[config.mk]
export PLATFORM = sky130hd
export DESIGN_NAME = divide768_arbiter
export DESIGN_NICKNAME = d
export VERILOG_FILES = /design/src/rtl/divide768_arbiter.sv
export SDC_FILE = /design/constraint.sdc
export NUM_CORES = 1
export LEC_CHECK = 0
export CAP_MARGIN = 20
export CORE_UTILIZATION = 40
export DETAILED_ROUTE_END_ITERATION = 7
export GPL_TIMING_DRIVEN = 0
export HOLD_SLACK_MARGIN = 0.03
export PLACE_DENSITY_LB_ADDON = 0.12
export SYNTH_ARGS = -nofsm -noshare
export SYNTH_HDL_FRONTEND = slang
export SYNTH_SLANG_ARGS = --single-unit
[constraint.sdc]
create_clock -name clk_p -period 4.25 [get_ports clk_p]
set_input_delay 0.425 -clock clk_p [delete_from_list [all_inputs] [get_ports clk_p]]
set_output_delay 0.425 -clock clk_p [all_outputs]
set_load 0.02 [all_outputs]
[src/rtl/divide768_arbiter.sv]
// -----------------------------------------------------------------------------
// divide768_arbiter
//
// Round-robin scheduler sharing one fixed-latency divide-by-768 pipeline among
// N_REQ requesters. Each issued operation pushes its requester index into an
// in-order tag FIFO. Each returning quotient pops a tag and is steered back to
// the requester that issued it. Grants stop while TAG_DEPTH operations are in
// flight.
//
// Optional feature macro: DIV768_ARB_GRANT_CNT_EN
//   defined   : per-requester 16-bit saturating grant counters on grant_cnt
//   undefined : grant_cnt tied to zero
//
// Ports
//   clk_p                 in   clock, rising edge
//   rst_n                 in   asynchronous reset, active low
//   req_dividend          in   packed signed dividends, slice i = requester i
//   req_valid_n           in   per-requester request, active low
//   req_grant             out  one-hot/zero grant, combinational
//   div_dividend          out  dividend to divider, registered
//   div_valid_n           out  divider valid, registered, active low
//   div_quotient          in   quotient from divider
//   div_quotient_valid_n  in   quotient valid from divider, active low
//   rsp_quotient          out  shared response bus, registered
//   rsp_valid_n           out  per-requester response valid, active low
//   inflight              out  tag FIFO occupancy
//   err_orphan            out  sticky: quotient returned with empty tag FIFO
//   grant_cnt             out  per-requester grant counters, 16 bits each
// -----------------------------------------------------------------------------
module divide768_arbiter #(
    parameter int N_REQ        = 4,
    parameter int INPUT_WIDTH  = 18,
    parameter int OUTPUT_WIDTH = 9,
    parameter int TAG_DEPTH    = 32
) (
    input  logic                          clk_p,
    input  logic                          rst_n,
    input  logic [N_REQ*INPUT_WIDTH-1:0]  req_dividend,
    input  logic [N_REQ-1:0]              req_valid_n,
    output logic [N_REQ-1:0]              req_grant,
    output logic [INPUT_WIDTH-1:0]        div_dividend,
    output logic                          div_valid_n,
    input  logic [OUTPUT_WIDTH-1:0]       div_quotient,
    input  logic                          div_quotient_valid_n,
    output logic [OUTPUT_WIDTH-1:0]       rsp_quotient,
    output logic [N_REQ-1:0]              rsp_valid_n,
    output logic [$clog2(TAG_DEPTH):0]    inflight,
    output logic                          err_orphan,
    output logic [N_REQ*16-1:0]           grant_cnt
);

    localparam int TW = $clog2(N_REQ);
    localparam int PW = $clog2(TAG_DEPTH);
    localparam int CW = PW + 1;
    localparam logic [CW-1:0] FULL = CW'(TAG_DEPTH);
    localparam logic [TW-1:0] LAST = TW'(N_REQ - 1);

    logic [TW-1:0]           rr_ptr_q, rr_ptr_d;
    logic [TW-1:0]           win;
    logic                    win_vld;
    logic [TW:0]             scan_sum;
    logic [TW-1:0]           scan_idx;
    logic [INPUT_WIDTH-1:0]  sel_dividend;

    logic [TW-1:0]           tag_mem [TAG_DEPTH];
    logic [PW-1:0]           wr_ptr_q, rd_ptr_q;
    logic [CW-1:0]           inflight_q, inflight_d;
    logic                    push, pop, orphan_hit;
    logic [TW-1:0]           head_tag;

    logic [INPUT_WIDTH-1:0]  div_dividend_q;
    logic                    div_valid_n_q;
    logic [OUTPUT_WIDTH-1:0] rsp_quotient_q;
    logic [N_REQ-1:0]        rsp_valid_n_q, rsp_valid_n_d;
    logic                    err_orphan_q;

    // Round-robin scan starting at rr_ptr_q. The index is reduced mod N_REQ
    // by a single conditional subtract so N_REQ need not be a power of two.
    // Only registered occupancy gates the grant, so a same-cycle pop at full
    // does not open a slot until the next cycle.
    always_comb begin
        win      = '0;
        win_vld  = 1'b0;
        scan_sum = '0;
        scan_idx = '0;
        for (int k = 0; k < N_REQ; k++) begin
            scan_sum = {1'b0, rr_ptr_q} + (TW+1)'(k);
            if (scan_sum >= (TW+1)'(N_REQ)) begin
                scan_sum = scan_sum - (TW+1)'(N_REQ);
            end
            scan_idx = scan_sum[TW-1:0];
            if (!win_vld && !req_valid_n[scan_idx]) begin
                win     = scan_idx;
                win_vld = 1'b1;
            end
        end
        if (inflight_q >= FULL) begin
            win_vld = 1'b0;
        end
    end

    always_comb begin
        req_grant    = '0;
        sel_dividend = '0;
        for (int i = 0; i < N_REQ; i++) begin
            req_grant[i] = win_vld && (win == TW'(i));
            if (win == TW'(i)) begin
                sel_dividend = req_dividend[i*INPUT_WIDTH +: INPUT_WIDTH];
            end
        end
    end

    always_comb begin
        rr_ptr_d = rr_ptr_q;
        if (win_vld) begin
            rr_ptr_d = (win == LAST) ? '0 : win + 1'b1;
        end
    end

    assign push       = win_vld;
    assign pop        = !div_quotient_valid_n && (inflight_q != '0);
    assign orphan_hit = !div_quotient_valid_n && (inflight_q == '0);
    assign head_tag   = tag_mem[rd_ptr_q];

    always_comb begin
        inflight_d = inflight_q;
        case ({push, pop})
            2'b10:   inflight_d = inflight_q + CW'(1);
            2'b01:   inflight_d = inflight_q - CW'(1);
            default: inflight_d = inflight_q;
        endcase
    end

    always_comb begin
        rsp_valid_n_d = '1;
        for (int i = 0; i < N_REQ; i++) begin
            rsp_valid_n_d[i] = !(pop && (head_tag == TW'(i)));
        end
    end

    // Tag storage needs no reset: only entries between the pointers are read.
    always_ff @(posedge clk_p) begin
        if (push) begin
            tag_mem[wr_ptr_q] <= win;
        end
    end

    always_ff @(posedge clk_p or negedge rst_n) begin
        if (!rst_n) begin
            rr_ptr_q       <= '0;
            wr_ptr_q       <= '0;
            rd_ptr_q       <= '0;
            inflight_q     <= '0;
            div_dividend_q <= '0;
            div_valid_n_q  <= 1'b1;
            rsp_quotient_q <= '0;
            rsp_valid_n_q  <= '1;
            err_orphan_q   <= 1'b0;
        end else begin
            rr_ptr_q      <= rr_ptr_d;
            inflight_q    <= inflight_d;
            div_valid_n_q <= !push;
            rsp_valid_n_q <= rsp_valid_n_d;
            if (push) begin
                wr_ptr_q       <= wr_ptr_q + 1'b1;
                div_dividend_q <= sel_dividend;
            end
            if (pop) begin
                rd_ptr_q       <= rd_ptr_q + 1'b1;
                rsp_quotient_q <= div_quotient;
            end
            if (orphan_hit) begin
                err_orphan_q <= 1'b1;
            end
        end
    end

`ifdef DIV768_ARB_GRANT_CNT_EN
    logic [15:0] grant_cnt_q [N_REQ];

    always_ff @(posedge clk_p or negedge rst_n) begin
        if (!rst_n) begin
            for (int i = 0; i < N_REQ; i++) begin
                grant_cnt_q[i] <= '0;
            end
        end else begin
            for (int i = 0; i < N_REQ; i++) begin
                if (req_grant[i] && (grant_cnt_q[i] != 16'hFFFF)) begin
                    grant_cnt_q[i] <= grant_cnt_q[i] + 16'd1;
                end
            end
        end
    end

    always_comb begin
        grant_cnt = '0;
        for (int i = 0; i < N_REQ; i++) begin
            grant_cnt[16*i +: 16] = grant_cnt_q[i];
        end
    end
`else
    assign grant_cnt = '0;
`endif

    assign div_dividend = div_dividend_q;
    assign div_valid_n  = div_valid_n_q;
    assign rsp_quotient = rsp_quotient_q;
    assign rsp_valid_n  = rsp_valid_n_q;
    assign inflight     = inflight_q;
    assign err_orphan   = err_orphan_q;

endmodule

==> metrics.md, run 1 <==
| Metric | Value |
|---|---|
| Sink Count | 115 |
| GRT overflow | 0 |
| Final Hold Vio Count | 0 |
| Final min period | 4.008 ns |
| Io pins | 195 |
| Vias | 4590 |
| Routed Wire Length | 14460 µm |
| Area grow syn2layout | 38.32% |
| Core area | 14700 µm² |
| Cell variety after synth | 51 |
| Die Ht | 125.3 µm |
| Number of buffers added on ports | 130 |
| Clock buffer depth | 2 |
| Relative max-transition margin | 48.69% |
| Seq/Total Area, Yosys | 52.67% |
| Worst-path fanout max | 18 |
| YS warnings | 0 |
| Leading area contributor after synthesis | edfxtp_1 |
| Outcome | finished with violations |
| FP Rows | 44 |
| Layout cells sized above 1 | 16.78% |
| Post-placement setup slack | -0.2739 ns |
| Tot GR Track Use | 18.98% |
| TritonCTS Buffers | 17 |
| Leakage power | 3.343 nW |
| Post-synth top area share | 31.59% |
| Synthesized flop and latch total | 115 |
| CP required | 3.83 ns |
| Largest net degree at the start of global routing | 39 |
| DRC | 9 |
| # diodes | 0 |
| Layout Skew | 0.006776 ns |
| H-tree depth | 4 |
| Hold crit path type | in -> async |
| Fmax | 249.5 MHz |
| Multi-input logic area | 2472 µm² |
| Peak supply drop | 0.2935 mV |
| Pre-antenna DRT Iters | 7 |
| Power, Total | 5.519 mW |
| Critical path endpoint category | output pin |
| Vias per cell | 4.816 |
| Vias in the first global route | 4636 |
| Failing checks | DRC |
| Die Area | 15710 µm² |
| CP startpoint kind | input pin |
| DPL Wire Length | 10480 µm |
| Initial Utilization | 41.39% |
| CTS root buffer | clkbuf_16 |
| First-pass GRT wire length | 23080 µm |
| Initial antenna violation count | 0 |
| Critical path class | in -> out |
| Post-synth EDFFs | 64 |
| Storage cell area | 3204 µm² |
| Critical path data arrival time | 3.58 ns |
| Post-synthesis instance area | 6083 µm² |
| Final worst setup slack | 0.2415 ns |
| R2r setup slk | 0.77 ns |
| Async SR Flop Fraction | 44.35% |
| R2r startpoint | inflight[1] |
| Filler instances | 1280 |
| Reg clk slew, reported paths | 0.05 ns |
| Reg2Reg Capture Point | inflight[4] |
| Worst-Skew Late Latency | 0.41 ns |
| Final Util | 57.24% |
| Chip width | 125.3 µm |
| Max Slew Vio Count | 0 |
| Worst Tran Pin Value | 0.7696 ns |
| Crit path from | req_valid_n[0] |
| Main synth FF type | edfxtp_1 |
| Max Cap Violations | 0 |
| CTS tree | built |
| Final std cells w/o fill | 953 |
| Reg2reg path depth | 15 |
| Setup-failing EPs final | 0 |
| Area contributors post-synth | edfxtp_1 32%, dfrtp_1 19%, buf_4 7.9%, a21oi_1 3.5%, nand2_1 3.1% |
| Mapped Cells | 541 |
| Hold slack | 0.4404 ns |
| Routability Congestion | 0.8221 |
| DRT iter0 DRCs | 244 |
| Post-route ant nets | 0 |
| RSZ-0062 raised after global routing | false |
| Avg WL per Cell | 15.18 µm |
| Mean post-synth cell area | 11.24 µm² |
| Final net count | 857 |
| Crit share post-route | 94.32% |
| Pwr Density | 655.9 nW/µm² |
| Dpl cells | 919 |
[worst max-delay path, stage by stage]
cell             delay [ns]
clkdlybuf4s50_1        0.55
nand2b_1               0.13
a21boi_0               0.10
o21ai_1                0.31
o21a_4                 0.33
ha_1                   0.21
clkbuf_1               0.36
buf_1                  0.38
and2_1                 0.19
clkdlybuf4s50_1        0.61
[Yosys cell counts (all sizes together), types with 2 or more instances]
master / instances
o21ai: 8
nand2: 51
nand4: 3
a22oi: 6
mux2i: 17
inv: 8
o211ai: 18
mux4: 8
a21oi: 42
clkbuf: 24
dfstp: 5
nor2: 37
a21o: 3
or3: 2
dfrtp: 46
and2: 5
o21a: 19
a211oi: 2
nor2b: 8
nand3: 8
mux2: 14
xnor2: 8
xor2: 6
edfxtp: 64
nand2b: 4
o22ai: 2
nand3b: 22
buf: 72
or3b: 2
ha: 12
[worst max path at each step]
stage | end | cells past startpoint | slack, ns
floorplan | inflight[4] | 15 | 0.97
global placement | req_grant[2] | 10 | -0.17
detailed placement | req_grant[2] | 10 | -0.27
CTS | req_grant[2] | 10 | 0.09
global route | req_grant[2] | 10 | 0.06
finish | req_grant[2] | 10 | 0.24
[repair_timing]
action	4_1_cts	5_1_grt
gates resized for setup	3	3
endpoints found under the hold margin	9	0
hold buffers	1	0
cloned	1	1
endpoints found under the setup margin	4	3
setup buffers	0	1
[cell type report]
cell class | count | share of cell area, %
Buffer | 95 | 7.435
Clock buffer | 22 | 5.279
Clock inverter | 9 | 0.7732
Inverter | 8 | 0.4015
Multi-Input combinational cell | 386 | 29.38
Sequential cell | 115 | 38.08
Tap cell | 184 | 2.736
Timing Repair Buffer | 133 | 15.85
Timing Repair inverter | 1 | 0.05948
[layout by cell type (no fill, tap or decap), drive strengths merged, types with 17 or more instances in the layout]
cell type / count
o211ai: 18
conb: 64
o21a: 20
nand3b: 22
edfxtp: 64
buf: 76
nand2: 51
dfrtp: 46
mux2i: 17
clkbuf: 44
nor2: 37
clkdlybuf4s50: 129
a21oi: 42
[state kept, by name (all words and copies together), names as in the netlist]
name	count
rsp_quotient	9
rsp_valid_n	4
inflight	6
rd_ptr_q	5
div_valid_n	1
rr_ptr_q	2
wr_ptr_q	5
err_orphan	1
tag_mem	64
div_dividend	18
[stage by stage]
stage	area [µm²]	TNS, ns
after CTS	8396	0
final	8414	0
after detailed placement	7866	-0.7464
after floorplan	6320	0
after global placement	7851	-0.3164
after global routing	8414	0
[kinds of logic after synthesis]
logic type                 share of synthesized area, %
AOI/OAI and AO/OA                                 11.46
xor gates and xnor gates                          2.016
adders and majority gates                         2.468
buffers and inverters                             10.84
DFF                                               52.67
muxes                                             8.412
other                                           0.06164
and+or+nand+nor                                   12.07
[per-layer routing]
layer  GRT usage (%)  routed length, µm
met1           22.35               5995
met2           32.47               7168
met3           5.648               1063
met4           7.604                236
met5               0                  0
[report_power, final]
| group | internal (mW) | total [mW] | switching, mW |
|---|---|---|---|
| combinational | 1.13 | 2.55 | 1.42 |
| clock | 0.784 | 1.24 | 0.456 |
| sequential | 1.53 | 1.73 | 0.192 |
(Power assumes the default switching activity.)
==> inputs of run 2 (changes only) <==
--- a/config.mk
+++ b/config.mk
@@ -5,11 +5,12 @@
 export SDC_FILE = /design/constraint.sdc
 export NUM_CORES = 1
 export LEC_CHECK = 0
+export ABC_AREA = 1
 export CAP_MARGIN = 20
 export CORE_UTILIZATION = 40
 export DETAILED_ROUTE_END_ITERATION = 7
 export GPL_TIMING_DRIVEN = 0
-export HOLD_SLACK_MARGIN = 0.03
+export HOLD_SLACK_MARGIN = 0.12
 export PLACE_DENSITY_LB_ADDON = 0.12
 export SYNTH_ARGS = -nofsm -noshare
 export SYNTH_HDL_FRONTEND = slang
==> constraint.sdc (replaced) <==
create_clock -name clk_p -period 4.6 [get_ports clk_p]
set_input_delay 0.46 -clock clk_p [delete_from_list [all_inputs] [get_ports clk_p]]
set_output_delay 0.46 -clock clk_p [all_outputs]
set_load 0.02 [all_outputs]
==> run 2 against run 1 <==
  * The run now ends clean
  * Non-clock buffer count is 2 higher
  * Sequential share of layout area is 2.4 points lower
  * Combinational power is 44% higher
  * Final cell count is 32% higher
  * Count of clock-buffer cells in the layout is 2 lower
  * Clock skew is 0.0022 ns higher
  * Critical endpoint is now req_grant[1]
  * Largest cell class unchanged
  * Highest routed layer unchanged
==> metrics.md, run 2 <==
| Metric | Value |
|---|---|
| Design Area, Final | 8984 µm² (+6.8%) |
| Mean post-synth cell area | 8.026 µm² (-29%) |
| First-pass GRT wire length | 25810 µm (+12%) |
| Post-synthesis instance area | 6485 µm² (+6.6%) |
| Leading area contributor after synthesis | edfxtp_1 |
| Leakage power | 4.235 nW (+27%) |
| Critical path endpoint category | output pin |
| Fmax | 232.3 MHz |
| Top cells by count, synth | 294 x nand2_1, 71 x inv_1, 66 x buf_4 |
| Die Area | 16730 µm² (+6.5%) |
| Final std cells w/o fill | 1254 (+32%) |
| Cell variety after synth | 28 (-45%) |
| Reg with most FFs | tag_mem |
| Sink Count | 115 (unchanged) |
| Seq/Total Area, Yosys | 49.41% (-3.3 points) |
| Worst-path fanout max | 17 (-1) |
| Vias in the first global route | 5446 (+17%) |
| # diodes | 0 (unchanged) |
| Final Util | 56.76% (-0.48 points) |
| Synthesized flop and latch total | 115 (unchanged) |
| Max Cap Violations | 0 (unchanged) |
| H-tree depth | 4 (unchanged) |
| Hold crit path type | reg -> reg |
| FP Rows | 46 (+4.5%) |
| YS warnings | 0 (unchanged) |
| Number of buffers added on ports | 130 (unchanged) |
| Core area | 15830 µm² (+7.7%) |
| Tot GR Track Use | 20.24% (+1.3 points) |
| Most frequent CP cell | inv_1 |
| Post-route ant nets | 0 (unchanged) |
| Mapped Cells | 808 (+49%) |
| Layout cells sized above 1 | 13.39% (-3.4 points) |
| Pre-antenna DRT Iters | 6 (-1) |
| Max Slew Vio Count | 0 (unchanged) |
| Clock buffer depth | 2 (unchanged) |
| Placed Instance Area | 8308 µm² (+5.6%) |
| Main synth FF type | edfxtp_1 |
| Slowest CP cell | clkdlybuf4s50_1 |
| Post-synth top area share | 29.64% (-2.0 points) |
| Outcome | finished, final reports clean |
| Relative max-transition margin | 47.75% (-0.95 points) |
| GRT overflow | 0 (unchanged) |
| Area contributors post-synth | edfxtp_1 30%, dfrtp_1 18%, nand2_1 17%, buf_4 7.6%, nand3_1 4.3% |
| Vias per cell | 4.425 (-8.1%) |
| Top-count cell post-synth | nand2_1 |
| CP required | 4.14 ns (+0.31 ns) |
| RSZ-0062 raised after global routing | false |
| Most common cell after layout, fill and taps aside | nand2_1 |
| Chip width | 129.3 µm (+3.2%) |
| Dpl cells | 1218 (+33%) |
| Worst-Skew Late Latency | 0.41 ns (about the same) |
| Io pins | 195 (unchanged) |
| Final net count | 1125 (+31%) |
| Final min period | 4.306 ns |
| Buf+Inv Stages, Crit Path | 8 (+4) |
| CP cell instances | clkdlybuf4s50_1 -> inv_1 -> o21ai_2 -> inv_1 -> nor2_2 -> nand2_1 -> nand3_1 -> nand3_1 -> clkinvlp_4 -> ha_1 -> buf_2 -> buf_1 -> inv_1 -> nor2_1 -> clkdlybuf4s50_1 |
| DRT iter0 DRCs | 316 (+30%) |
| CTS root buffer | clkbuf_16 |
| CTS tree | built |
| Routed Wire Length | 15830 µm (+9.4%) |
| Pwr Density | 756.1 nW/µm² (+15%) |
| Setup-failing EPs final | 0 (unchanged) |
| Slowest stage delay, CP | 0.61 ns (about the same) |
| Async SR Flop Fraction | 44.35% (unchanged) |
| Crit share post-route | 93.60% |
| TritonCTS Buffers | 17 (unchanged) |
| CP startpoint kind | input pin |
| Routability Congestion | 0.8395 (+2.1%) |
| Layout Skew | 0.008988 ns (+0.002212 ns) |
| DRC | 0 (-9) |
| Power, Total | 6.793 mW (+23%) |
| Die Ht | 129.3 µm (+3.2%) |
| Filler instances | 1446 (+13%) |
| Avg WL per Cell | 12.62 µm (-17%) |
| DPL Wire Length | 11600 µm (+11%) |
| Reg clk slew, reported paths | 0.05 ns (about the same) |
| Initial Utilization | 40.97% (-0.41 points) |
| Worst Tran Pin Value | 0.7795 ns (+0.009896 ns) |
| CP delay by family, top | buffers and inverters |
| Initial antenna violation count | 0 (unchanged) |
| Post-synth EDFFs | 64 (unchanged) |
| Critical path class | in -> out |
| Largest net degree at the start of global routing | 35 (-10%) |
| Peak supply drop | 0.6729 mV (+130%) |
| Most frequent cells in the layout | 294 x nand2_1, 129 x clkdlybuf4s50_1, 69 x inv_1 |
| Vias | 5549 (+21%) |
| Area grow syn2layout | 38.53% |
| Critical path data arrival time | 3.85 ns (+0.27 ns) |
| Final Hold Vio Count | 0 (unchanged) |
| Max reg flops | 64 (unchanged) |
==> run 2: cell types whose count changed after synthesis, moves of 17 or more <==
cell	delta
a21oi_1	-19
o21ai_0	+36
inv_1	+63
o21a_1	-19
mux2i_1	-17
nand3_1	+48
nand3b_1	-22
nor2_1	+21
nand2_1	+243
==> run 2: worst reg2reg max path, stage by stage (launching register included) <==
cell and delay (ns):
dfrtp_1 0.37, buf_6 0.14, inv_2 0.09, nand2_2 0.06, nand2_2 0.11, inv_2 0.05, nand2_1 0.06, nand2_2 0.07
nand2_1 0.10, nand3_1 0.10, nand3_1 0.28, clkinvlp_4 0.39, ha_1 0.36, nor2_2 0.33, buf_2 0.28, nand2_1 0.07
nand2_1 0.06, o21ai_0 0.07, o21ai_0 0.18, nand2_1 0.07, nand2_1 0.06
==> run 2: cell type report <==
type	instances	area, µm²	share of cell area, %
repair inverters	2	10.01	0.1114
well taps	216	270.3	3.008
multi-input cells	585	2585	28.77
inverters	74	285.3	3.175
plain buffers	97	655.6	7.298
clock inverters	12	150.1	1.671
repair buffers	133	1334	14.85
clock buffers	20	489.2	5.446
flip-flops and latches	115	3204	35.67
==> run 2: cells by family after synthesis <==
family | Yosys count | synth area share, %
AND/OR/NAND/NOR | 422 | 26.12
other | 1 | 0.05783
adder cells (fa/ha/maj) | 12 | 2.315
flip-flops | 115 | 49.41
XOR/XNOR | 11 | 1.486
AO/OA/AOI/OAI | 76 | 6.232
buffers and inverters | 171 | 14.37
==> run 2: routing by layer <==
metal	share of wire, %	track usage (%)	vias to the layer above	wire length [µm]
met5	0	0	-	0
met4	1.4	7.197	0	216
met3	6.7	5.037	17	1065
met2	49	35.26	206	7752
met1	43	24.24	2461	6796
li1	-	-	2865	-
==> run 2: metrics by stage <==
stage               hold slack [ns]  TNS, ns  setup slack (ns)
finish                       0.4779        0            0.2945
global route                 0.4889        0         0.0005937
CTS                          0.4807        0            0.1513
detailed placement           0.4651  -0.5205           -0.2348
global placement             0.4610  -0.4559           -0.2001
floorplan                    0.1644        0             1.435
==> run 2: power by group <==
group	switching, mW	internal, mW
Sequential	0.149	1.58
Combinational	2.39	1.29
Clock	0.462	0.926
Total	3.00	3.80
==> run 2: final timing paths <==
path | slack [ns] | cells after the start | start | endpoint
setup / recovery | 0.29 | 15 | req_valid_n[0] | req_grant[1]
hold / removal | 0.48 | 2 | div_dividend[9] | div_dividend[9]
setup reg to reg | 1.22 | 20 | rr_ptr_q[0] | div_dividend[14]
hold reg to reg | 0.48 | 2 | div_dividend[9] | div_dividend[9]
max in group asynchronous | 3.32 | 3 | rst_n | rsp_valid_n[1]
min in group asynchronous | 0.64 | 2 | rst_n | rsp_quotient[2]
==> run 2: repair_timing <==
action,in CTS,in global routing
setup endpoints to repair,3,3
gates resized for setup,2,2
endpoints found under the hold margin,22,0
hold buffers,1,0
gates cloned,1,1
setup buffers,0,1
==> inputs of run 3 (changes only) <==
--- a/config.mk
+++ b/config.mk
@@ -5,10 +5,11 @@
 export SDC_FILE = /design/constraint.sdc
 export NUM_CORES = 1
 export LEC_CHECK = 0
-export ABC_AREA = 1
+export ABC_AREA = 0
 export CAP_MARGIN = 20
 export CORE_UTILIZATION = 40
 export DETAILED_ROUTE_END_ITERATION = 7
+export DONT_BUFFER_PORTS = 1
 export GPL_TIMING_DRIVEN = 0
 export HOLD_SLACK_MARGIN = 0.12
 export PLACE_DENSITY_LB_ADDON = 0.12
==> run 3 against run 2 <==
  * The run now ends with DRC left
  * Highest routed layer unchanged
  * Register-to-register slack got worse by 0.19 ns
  * Via count decreased by 26%
  * Fmax increased by 13%
  * Design area decreased by 21%
==> metrics.md, run 3 (same netlist as run 1, synthesis figures left out) <==
| Metric | Value |
|---|---|
| Outcome | finished with violations |
| Failing checks | DRC |
| Worst-path fanout max | 34 (+17) |
| Number of buffers added on ports | 0 (-100%) |
| Reg clk slew, reported paths | 0.05 ns (about the same) |
| Critical path endpoint category | output pin |
| Final net count | 726 (-35%) |
| DRT iter0 DRCs | 203 (-36%) |
| Most frequent cells in the layout | 64 x buf_4, 64 x conb_1, 64 x edfxtp_1 |
| Vias | 4105 (-26%) |
| Peak supply drop | 0.2756 mV (-59%) |
| Largest net degree at the start of global routing | 52 (+49%) |
| CTS root buffer | clkbuf_16 |
| Initial Utilization | 41.39% (+0.41 points) |
| Pre-antenna DRT Iters | 8 (+2) |
| Filler instances | 1338 (-7.5%) |
| Tot GR Track Use | 17.60% (-2.6 points) |
| Fmax | 263.1 MHz (+13%) |
| Critical path data arrival time | 3.34 ns (-0.51 ns) |
| Post-route ant nets | 0 (unchanged) |
| Max reg flops | 64 (unchanged) |
| GRT overflow | 0 (unchanged) |
| TritonCTS Buffers | 17 (unchanged) |
| Setup-failing EPs final | 0 (unchanged) |
| CTS tree | built |
| Leakage power | 2.847 nW (-33%) |
| Final std cells w/o fill | 823 (-34%) |
| Slowest stage delay, CP | 0.77 ns (+0.16 ns) |
| Critical path class | reg -> out |
| Routability Congestion | 0.7547 (-10%) |
| Placed Instance Area | 6550 µm² (-21%) |
| Power, Total | 4.720 mW (-31%) |
| CP cell instances | o22ai_1 -> o21ai_0 -> o21ai_0 -> inv_1 -> ha_1 -> clkbuf_1 -> clkbuf_1 -> and2_1 |
| DPL Wire Length | 9565 µm (-18%) |
| Worst-Skew Late Latency | 0.40 ns (about the same) |
| CP required | 4.14 ns (about the same) |
| Layout cells sized above 1 | 19.25% (+5.9 points) |
| R2r startpoint | inflight[1] |
| Dpl cells | 788 (-35%) |
| RSZ-0062 raised after global routing | false |
| First-pass GRT wire length | 21000 µm (-19%) |
| Pwr Density | 662.3 nW/µm² (-12%) |
| Vias per cell | 4.988 (+13%) |
| Worst Tran Pin Value | 0.9729 ns (+0.1934 ns) |
| Design Area, Final | 7127 µm² (-21%) |
| Final min period | 3.800 ns (-0.5051 ns) |
| Clock buffer depth | 2 (unchanged) |
| Storage cell area | 3204 µm² (unchanged) |
| Die Area | 15710 µm² (-6.1%) |
| Max Slew Vio Count | 0 (unchanged) |
| # diodes | 0 (unchanged) |
| Slowest CP cell | inv_1 |
| Max Cap Violations | 0 (unchanged) |
| Die Ht | 125.3 µm (-3.1%) |
| Final Hold Vio Count | 0 (unchanged) |
| Initial antenna violation count | 0 (unchanged) |
| CP startpoint kind | flip-flop |
| Total Neg Setup Slack | 0 ns (unchanged) |
| Crit share post-route | 82.62% (-11 points) |
| Vias in the first global route | 4066 (-25%) |
| Chip width | 125.3 µm (-3.1%) |
| FP Rows | 44 (-4.3%) |
| Area grow syn2layout | 17.15% |
| DRC | 4 (+4) |
| Reg with most FFs | tag_mem |
| Crit path from | rr_ptr_q[0] |
| Core area | 14700 µm² (-7.1%) |
| Relative max-transition margin | 35.07% (-13 points) |
| Routed Wire Length | 13300 µm (-16%) |
| H-tree depth | 4 (unchanged) |
| Io pins | 195 (unchanged) |
| Worst hold start | div_quotient_valid_n |
| Sink Count | 115 (unchanged) |
| Layout Skew | 0.006379 ns (-0.002610 ns) |
| Multi-input logic area | 2456 µm² (-5.0%) |
| Avg WL per Cell | 16.16 µm (+28%) |
| Hold crit path type | in -> reg |
## run 3: cell count changes in the layout (fill, tap and decap cells not counted), sizes merged, moves of 19 or more
cell,delta
o21a,+19
a21oi,+19
nand2,-250
nand3b,+22
clkdlybuf4s50,-129
inv,-64
nor2,-23
nand3,-49
o21ai,-39
## run 3: final timing paths
path / end / slack, ns / cells after the start
min: err_orphan / 0.15 / 1
max in group asynchronous: div_valid_n / 3.74 / 2
max reg2reg: inflight[4] / 1.03 / 15
min reg2reg: rd_ptr_q[4] / 0.56 / 1
max: req_grant[3] / 0.80 / 8
min in group asynchronous: rd_ptr_q[2] / 0.56 / 2
## run 3: through the flow
step | setup slack, ns | hold WS, ns | util (%)
3_5_place_dp | 0.9767 | 0.1669 | 44.56
2_1_floorplan | 1.319 | 0.1644 | -
6_report | 0.7996 | 0.1511 | 48.48
5_1_grt | 0.4605 | 0.1335 | 48.48
4_1_cts | 0.5810 | 0.1335 | 48.30
3_3_place_gp | 1.093 | 0.1664 | 44.56
## run 3: routing by layer
| metal | up-vias | GRT usage [%] | share of wire, % |
|---|---|---|---|
| met3 | 13 | 4.835 | 6.6 |
| li1 | 1979 | - | - |
| met2 | 164 | 29.84 | 50 |
| met5 | - | 0 | 0 |
| met1 | 1949 | 21.04 | 42 |
| met4 | 0 | 7.532 | 1.5 |
## run 3: layout make-up
| cell class | instances | share of cell area, % |
|---|---|---|
| inverter | 8 | 0.4213 |
| buffer | 96 | 8.831 |
| sequential | 115 | 44.96 |
| clock inverter | 9 | 0.8954 |
| tap | 184 | 3.230 |
| timing repair buffer | 3 | 0.9129 |
| clock buffer | 23 | 6.285 |
| multi-input combinational | 385 | 34.46 |
## run 3: timing repair
item,CTS,global route
buffers inserted,0,0
gates resized for setup,0,0
hold endpoints to repair,51,0
hold buffers,2,0
## run 3: where the power goes
part | switching [mW] | internal (mW) | leakage, nW
clock network | 0.419 | 0.727 | 0.250
registers | 0.367 | 1.42 | 1.17
logic | 1.05 | 0.740 | 1.43
total | 1.83 | 2.89 | 2.85
## run 3: critical path, delay by kind of cell (launching register included)
kind,cells,cell delay [ns]
AND/OR/NAND/NOR,1,0.31
flip-flops,1,0.40
buffers and inverters,3,1.52
adder cells (fa/ha/maj),1,0.28
AO/OA/AOI/OAI,3,0.44
